===== src/rtl/maxpool_pkg.sv =====
`default_nettype none
// ============================================================================
//  Module   : maxpool_pkg
//  Purpose  : Shared definitions for the 2x2 max-pool controller. Holds the
//             FP16 width constant, the controller state type and the
//             optional ReLU clamp helper.
//  Ports    : none (package)
//  Revision : 1.0  initial release
// ============================================================================
package maxpool_pkg;

    localparam int c_fp16_w = 16;

    typedef enum logic [1:0] {
        S_IDLE  = 2'd0,
        S_EVEN  = 2'd1,
        S_ODD   = 2'd2,
        S_FLUSH = 2'd3
    } state_t;

    // Negative results (sign bit set, including -0) become +0.
    function automatic logic [c_fp16_w-1:0] relu_clamp(input logic [c_fp16_w-1:0] x);
        return x[c_fp16_w-1] ? '0 : x;
    endfunction

endpackage
`default_nettype wire


===== src/rtl/maxpool_ctrl_pool2x2.sv =====
`default_nettype none
// ============================================================================
//  Module   : maxpool_ctrl_pool2x2
//  Purpose  : Combinational maximum of four FP16 values (one 2x2 window).
//  Ports    : a, b     - top-row pixels of the window
//             c, d     - bottom-row pixels of the window
//             y        - largest of the four
//  Revision : 1.0  initial release
// ============================================================================
module maxpool_ctrl_pool2x2
    import maxpool_pkg::*;
(
    input  logic [c_fp16_w-1:0] a,
    input  logic [c_fp16_w-1:0] b,
    input  logic [c_fp16_w-1:0] c,
    input  logic [c_fp16_w-1:0] d,
    output logic [c_fp16_w-1:0] y
);

    // Map sign-magnitude FP16 onto an unsigned key whose ordering matches the
    // numeric ordering: positives get the top bit set, negatives are inverted
    // so larger magnitudes sort lower.
    function automatic logic [c_fp16_w-1:0] order_key(input logic [c_fp16_w-1:0] x);
        return x[c_fp16_w-1] ? ~x : {1'b1, x[c_fp16_w-2:0]};
    endfunction

    logic [c_fp16_w-1:0] w_top;
    logic [c_fp16_w-1:0] w_bot;

    assign w_top = (order_key(a) >= order_key(b)) ? a : b;
    assign w_bot = (order_key(c) >= order_key(d)) ? c : d;
    assign y     = (order_key(w_top) >= order_key(w_bot)) ? w_top : w_bot;

endmodule
`default_nettype wire


===== src/rtl/maxpool_ctrl.sv =====
`default_nettype none
// ============================================================================
//  Module   : maxpool_ctrl
//  Purpose  : Streaming 2x2/stride-2 max-pool over an IMG_W x IMG_H FP16
//             feature map delivered in raster order. Even rows are parked in
//             a line buffer; odd rows complete each window, whose maximum is
//             registered into a single output stage.
//  Ports    : clk, rst_n            - clock, async active-low reset
//             start                 - begins one frame (idle only)
//             in_data/valid/ready   - pixel input stream
//             out_data/valid/ready  - pooled output stream
//             busy                  - frame in progress
//             done                  - pulses with the final output handshake
//  Config   : MAXPOOL_RELU_EN - clamp negative results to +0
//  Revision : 1.0  initial release
// ============================================================================
module maxpool_ctrl
    import maxpool_pkg::*;
#(
    parameter int IMG_W = 16,
    parameter int IMG_H = 16
)
(
    input  logic                clk,
    input  logic                rst_n,
    input  logic                start,
    input  logic [c_fp16_w-1:0] in_data,
    input  logic                in_valid,
    output logic                in_ready,
    output logic [c_fp16_w-1:0] out_data,
    output logic                out_valid,
    input  logic                out_ready,
    output logic                busy,
    output logic                done
);

    localparam int COL_W = (IMG_W > 1) ? $clog2(IMG_W) : 1;
    localparam int ROW_W = (IMG_H > 1) ? $clog2(IMG_H) : 1;

    localparam logic [COL_W-1:0] c_col_last = COL_W'(IMG_W - 1);
    localparam logic [COL_W-1:0] c_col_one  = COL_W'(1);
    localparam logic [ROW_W-1:0] c_row_last = ROW_W'(IMG_H - 1);
    localparam logic [ROW_W-1:0] c_row_one  = ROW_W'(1);

    state_t              r_state;
    state_t              w_state_nxt;
    logic [COL_W-1:0]    r_col;
    logic [ROW_W-1:0]    r_row;
    logic [c_fp16_w-1:0] r_lbuf [IMG_W];
    logic [c_fp16_w-1:0] r_hold;
    logic [c_fp16_w-1:0] r_out_data;
    logic                r_out_valid;

    logic                w_streaming;
    logic                w_in_ready;
    logic                w_accept;
    logic                w_col_last;
    logic                w_row_last;
    logic                w_load;
    logic                w_out_hs;
    logic [COL_W-1:0]    w_col_even;
    logic [c_fp16_w-1:0] w_max;
    logic [c_fp16_w-1:0] w_result;

    assign w_streaming = (r_state == S_EVEN) || (r_state == S_ODD);
    // One output register: input may advance whenever that register is free
    // or being drained in this same cycle.
    assign w_in_ready  = w_streaming && (!r_out_valid || out_ready);
    assign w_accept    = in_valid && w_in_ready;
    assign w_col_last  = (r_col == c_col_last);
    assign w_row_last  = (r_row == c_row_last);
    assign w_col_even  = r_col & ~c_col_one;
    assign w_load      = w_accept && (r_state == S_ODD) && r_col[0];
    assign w_out_hs    = r_out_valid && out_ready;

    // ------------------------------------------------------------------
    // Next-state logic
    // ------------------------------------------------------------------
    always_comb begin
        w_state_nxt = r_state;
        case (r_state)
            S_IDLE:  if (start) w_state_nxt = S_EVEN;
            S_EVEN:  if (w_accept && w_col_last) w_state_nxt = S_ODD;
            S_ODD:   if (w_accept && w_col_last)
                         w_state_nxt = w_row_last ? S_FLUSH : S_EVEN;
            S_FLUSH: if (w_out_hs) w_state_nxt = S_IDLE;
            default: w_state_nxt = S_IDLE;
        endcase
    end

    always_ff @(posedge clk or negedge rst_n) begin
        if (!rst_n) begin
            r_state <= S_IDLE;
        end else begin
            r_state <= w_state_nxt;
        end
    end

    // ------------------------------------------------------------------
    // Column / row counters advance only on accepted pixels
    // ------------------------------------------------------------------
    always_ff @(posedge clk or negedge rst_n) begin
        if (!rst_n) begin
            r_col <= '0;
            r_row <= '0;
        end else if (w_accept) begin
            r_col <= w_col_last ? '0 : r_col + c_col_one;
            if (w_col_last) begin
                r_row <= w_row_last ? '0 : r_row + c_row_one;
            end
        end
    end

    // Line buffer is never reset: every entry is written on the even row
    // before the odd row reads it.
    always_ff @(posedge clk) begin
        if (w_accept && (r_state == S_EVEN)) begin
            r_lbuf[r_col] <= in_data;
        end
    end

    always_ff @(posedge clk or negedge rst_n) begin
        if (!rst_n) begin
            r_hold <= '0;
        end else if (w_accept && (r_state == S_ODD) && !r_col[0]) begin
            r_hold <= in_data;
        end
    end

    // ------------------------------------------------------------------
    // Window reduction and output register
    // ------------------------------------------------------------------
    maxpool_ctrl_pool2x2 u_pool (
        .a (r_lbuf[w_col_even]),
        .b (r_lbuf[r_col]),
        .c (r_hold),
        .d (in_data),
        .y (w_max)
    );

`ifdef MAXPOOL_RELU_EN
    assign w_result = relu_clamp(w_max);
`else
    assign w_result = w_max;
`endif

    // A new result takes priority over a simultaneous drain so out_valid
    // stays high across back-to-back windows.
    always_ff @(posedge clk or negedge rst_n) begin
        if (!rst_n) begin
            r_out_valid <= 1'b0;
            r_out_data  <= '0;
        end else if (w_load) begin
            r_out_valid <= 1'b1;
            r_out_data  <= w_result;
        end else if (w_out_hs) begin
            r_out_valid <= 1'b0;
        end
    end

    assign in_ready  = w_in_ready;
    assign out_valid = r_out_valid;
    assign out_data  = r_out_data;
    assign busy      = (r_state != S_IDLE);
    // The final window is the only output still pending in S_FLUSH.
    assign done      = (r_state == S_FLUSH) && w_out_hs;

endmodule
`default_nettype wire


===== config.mk =====
export PLATFORM = sky130hd
export DESIGN_NAME = maxpool_ctrl
export DESIGN_NICKNAME = d
export VERILOG_FILES = /design/src/rtl/maxpool_pkg.sv /design/src/rtl/maxpool_ctrl_pool2x2.sv /design/src/rtl/maxpool_ctrl.sv
export SDC_FILE = /design/constraint.sdc
export NUM_CORES = 1
export LEC_CHECK = 0
export ABC_CLOCK_PERIOD_IN_PS = 6200
export CORE_MARGIN = 1.5
export CORE_UTILIZATION = 55
export CTS_CLUSTER_SIZE = 30
export DETAILED_ROUTE_END_ITERATION = 10
export DONT_BUFFER_PORTS = 1
export PLACE_DENSITY = 0.73
export SETUP_SLACK_MARGIN = 0.2
export SLEW_MARGIN = 20
export SYNTH_ARGS = -nofsm -noshare
export SYNTH_HDL_FRONTEND = slang
export SYNTH_SLANG_ARGS = --single-unit

===== constraint.sdc =====
create_clock -name clk -period 6.2 [get_ports clk]
set_clock_uncertainty 0.15 [all_clocks]
set_input_delay 0.93 -clock clk [delete_from_list [all_inputs] [get_ports clk]]
set_output_delay 0.93 -clock clk [all_outputs]
set_load 0.03 [all_outputs]

==> flow_summary.yaml <==
run_status:
  status: "complete, no violations"
job:
  max_cap_viol_count: 0
finish:
  drive_above_1_share: 0.235
  final_cells: 1214
  fin_util: 0.622
  number_of_antenna_repair_diodes: 0
  final.fill_count: 1825
  final_nets: 941
  area.growth.synth_to_final_pct: 11.6
grt:
  grt_first_pass_wirelength_mm: 47.7
  vias_in_the_first_global_route: 7871
  track_usage: 0.245
  antenna_found_initial: 0
  maximum_number_of_pins_on_one_net_before_global_route_repair: 44
  global_route.overflow_total: 0
timing:
  period_share: 0.932
  maxSlewViolCount: 0
  final_period_minus_worst_setup_slack_ns: 5.78
  timing.max_slew.rel_slack: 0.225
  grt_setup_unrepaired: "false"
  hold_viol_final: 0
  worst-slew-pin-transition_ns: 1.16
  finalSetupViolCount: 0
  achievable-frequency_mhz: 173
clocking:
  cell_at_the_root_of_the_clock_tree: "clkbuf_16"
  worstSkewPairLatency_ns: 0.59
  htree_num_levels: 1
  ctsLongestPathBuffers: 3
  tritoncts_clock_tree: "done"
  numClockSinks: 299
  clkSlewWorstSetupHoldPaths_ns: 0.06
  cts_buf_count: 30
die:
  fp.coreArea_sq_um: 25100
  floorplan.die.height_um: 163
  pin_count: 41
  row_count: 58
  start_util: 0.557
  dieWidth_um: 163
  floorplan_die_area_sq_um: 26400
yosys:
  postSynthAreaPerCell_sq_um: 17.0
  ys.warnings.count: 0
  postSynthRegisterBits: 299
  synth_async_sr_flop_share: 0.144
  synth_edf_count: 256
  synth_area_sq_um: 14000
  mappedNetlistNets: 903
  number_of_library_cell_types_mapped_by_synthesis: 51
  synthCells: 824
  synth_top_flop_cell: "edfxtp_1"
  yosysSeqAreaShare: 0.626
power_and_ir_drop:
  power.leakage_uw: 0.00552
  vdd.ir_drop.worst_uv: 536
  power.density_cell_area_nw_per_um2: 601
setup_path:
  critical_path.reg2reg.startpoint: "r_col[1]"
  cpMostUsedCell: "buf_4"
  rr_endpoint: "out_data[6]"
  timing.critical_path.fanout_max: 17
  critical_path.slowest_cell: "dfrtp_4"
  worst_path_dominant_cell_family: "multiplexers"
  reg2regPathDepth: 21
  setup.worst_path.end_class: "register"
  timing_worst_setup_path_type: "register to register"
  worstPathRequired_ns: 6.51
  critPathMaxStageDelay_ns: 0.57
  crit_buf_inv: 4
  worst-endpoint-arrival_ns: 6.09
  worstSetupStartpointType: "register"
  timing.critical_path.from: "r_col[1]"
  path_cells: "buf_16, mux4_2, mux2i_1, mux2i_1, xor2_1, ha_1, nand2_1, nor2_1, a2111oi_0, nand3_1, buf_4, mux2i_2, buf_4, xnor2_1, ha_1, a211oi_1, nor2_1, nor3_1, nand4b_1, buf_4, o221ai_1"
  rrSetupSlack_ns: 0.42
place:
  hpwl_detailed_mm: 20.6
  gp_routability_congestion: 0.834
  number_of_placed_instances_taps_included: 1154
  io_buffers: 0
drt:
  wl_met2_mm: 15.2
  postRouteWirelength_mm: 31.6
  dr_vias: 7626
  detail_route.iter0.violations: 723
  vias_per_cell: 6.28
  ant_nets: 0
  drt_pass1_iterations: 5
  dr.max_layer_used: "met4"
  wire_length_on_met3_mm: 2.20
  wirelength_met1_mm: 13.4
  wire_per_inst_um: 26.1
  drcViolationCount: 0
hold_path:
  holdCritPathClass: "input pin to async pin"
## cell usage after synthesis, types with 2 or more instances
master / n / share of area
a31oi_1: 2 / 0.00089
a2111oi_0: 2 / 0.0013
o221ai_1: 16 / 0.010
a211oi_1: 3 / 0.0016
nand2b_1: 6 / 0.0027
and2_1: 2 / 0.00089
a21oi_1: 14 / 0.0050
mux4_2: 64 / 0.10
mux2i_4: 2 / 0.0032
nand3_1: 13 / 0.0046
ha_1: 58 / 0.052
nand4_1: 7 / 0.0031
edfxtp_1: 256 / 0.55
xor2_1: 44 / 0.028
buf_1: 3 / 0.00080
and3_1: 2 / 0.00089
buf_2: 14 / 0.0050
nand2_1: 39 / 0.010
mux2i_1: 61 / 0.044
xnor2_1: 39 / 0.024
buf_4: 2 / 0.0011
clkbuf_1: 16 / 0.0043
xnor2_2: 9 / 0.010
nor3_1: 10 / 0.0036
mux2_2: 31 / 0.025
o21ai_0: 16 / 0.0057
nor2_1: 17 / 0.0046
dfrtp_1: 43 / 0.077
inv_1: 11 / 0.0030
## cells in the final DEF, fill, tap and decap left out, types with 3 or more instances in the layout
master     instances
a21oi_1           14
clkinv_1          12
dfrtp_1           40
buf_4             37
edfxtp_1         256
xnor2_1           39
nand3_1           13
nand4_1            7
ha_1              58
xor2_1            44
o21ai_0           16
buf_12             3
mux2i_2            4
nand2b_1           6
clkinv_2           5
nand2_1           38
nor2_1            17
nor3_1             6
o221ai_1          16
mux4_2            64
xnor2_2            9
inv_1             11
mux2_2            31
mux2i_1           58
clkbuf_16         31
a211oi_1           3
nor3_2             4
## worst max path at each step
stage	endpoint	slack, ns	depth (start not counted)
3_3_place_gp	out_data[9]	0.15	20
5_1_grt	out_data[8]	0.21	21
2_1_floorplan	out_data[0]	0.59	21
6_report	out_data[6]	0.42	21
4_1_cts	out_data[6]	0.22	20
3_5_place_dp	out_data[6]	-0.01	19
## layer usage
layer  GRT usage  up-vias
met5           0        -
met1       0.342     3950
met4      0.0730        0
li1            -     3313
met2       0.396      303
met3      0.0456       60
## state kept, by name (all words and copies together) (netlist names)
signal,count
out_valid,1
r_lbuf,256
out_data,16
r_state,2
r_hold,16
r_row,4
r_col,4
## metrics by stage
step | TNS (ns) | hold WS (ns) | worst slack (ns) | total power, uW | cell area (sq um)
floorplan | 0 | 0.323 | 0.591 | 6320 | 14000
global placement | 0 | 0.346 | 0.150 | 7370 | 14600
detailed placement | -0.0125 | 0.363 | -0.0125 | 7540 | 14600
CTS | 0 | 0.0644 | 0.216 | 9330 | 15500
global route | 0 | 0.0748 | 0.214 | 9960 | 15600
finish | 0 | 0.0647 | 0.424 | 9390 | 15600
## where the power goes
part / leakage, uW / switching (uW) / internal [uW]
clock: 0.000450 / 742 / 963
combinational: 0.00223 / 2720 / 2350
sequential: 0.00284 / 273 / 2340
## cells by family (layout without fill, tap and decap cells)
group	count (synthesis)	in the layout	share of synthesized area
adder cells (fa/ha/maj)	58	58	0.0519
AO/OA/AOI/OAI	65	65	0.0333
AND/OR/NAND/NOR	102	102	0.0342
XOR/XNOR	92	92	0.0624
flip-flops	299	299	0.626
multiplexers	159	159	0.176
buffers and inverters	49	109	0.0163
## timing repair
item	in CTS	in global routing
hold buffers	1	0
endpoints found under the setup margin	16	16
hold endpoints to repair	43	0
gates cloned	0	1
buffers inserted	2	2
resized for setup	2	7
pin swaps	1	1
## final cells by class
class / count / area, sq um / share of cell area
sequential: 299 / 8770 / 0.561
clock inverter: 22 / 175 / 0.0112
multi-input combinational: 476 / 5050 / 0.323
clock buffer: 32 / 758 / 0.0485
tap: 330 / 413 / 0.0264
inverter: 12 / 45.0 / 0.00288
timing repair buffer: 43 / 418 / 0.0267
No activity file was read; power rests on OpenSTA's default activity.
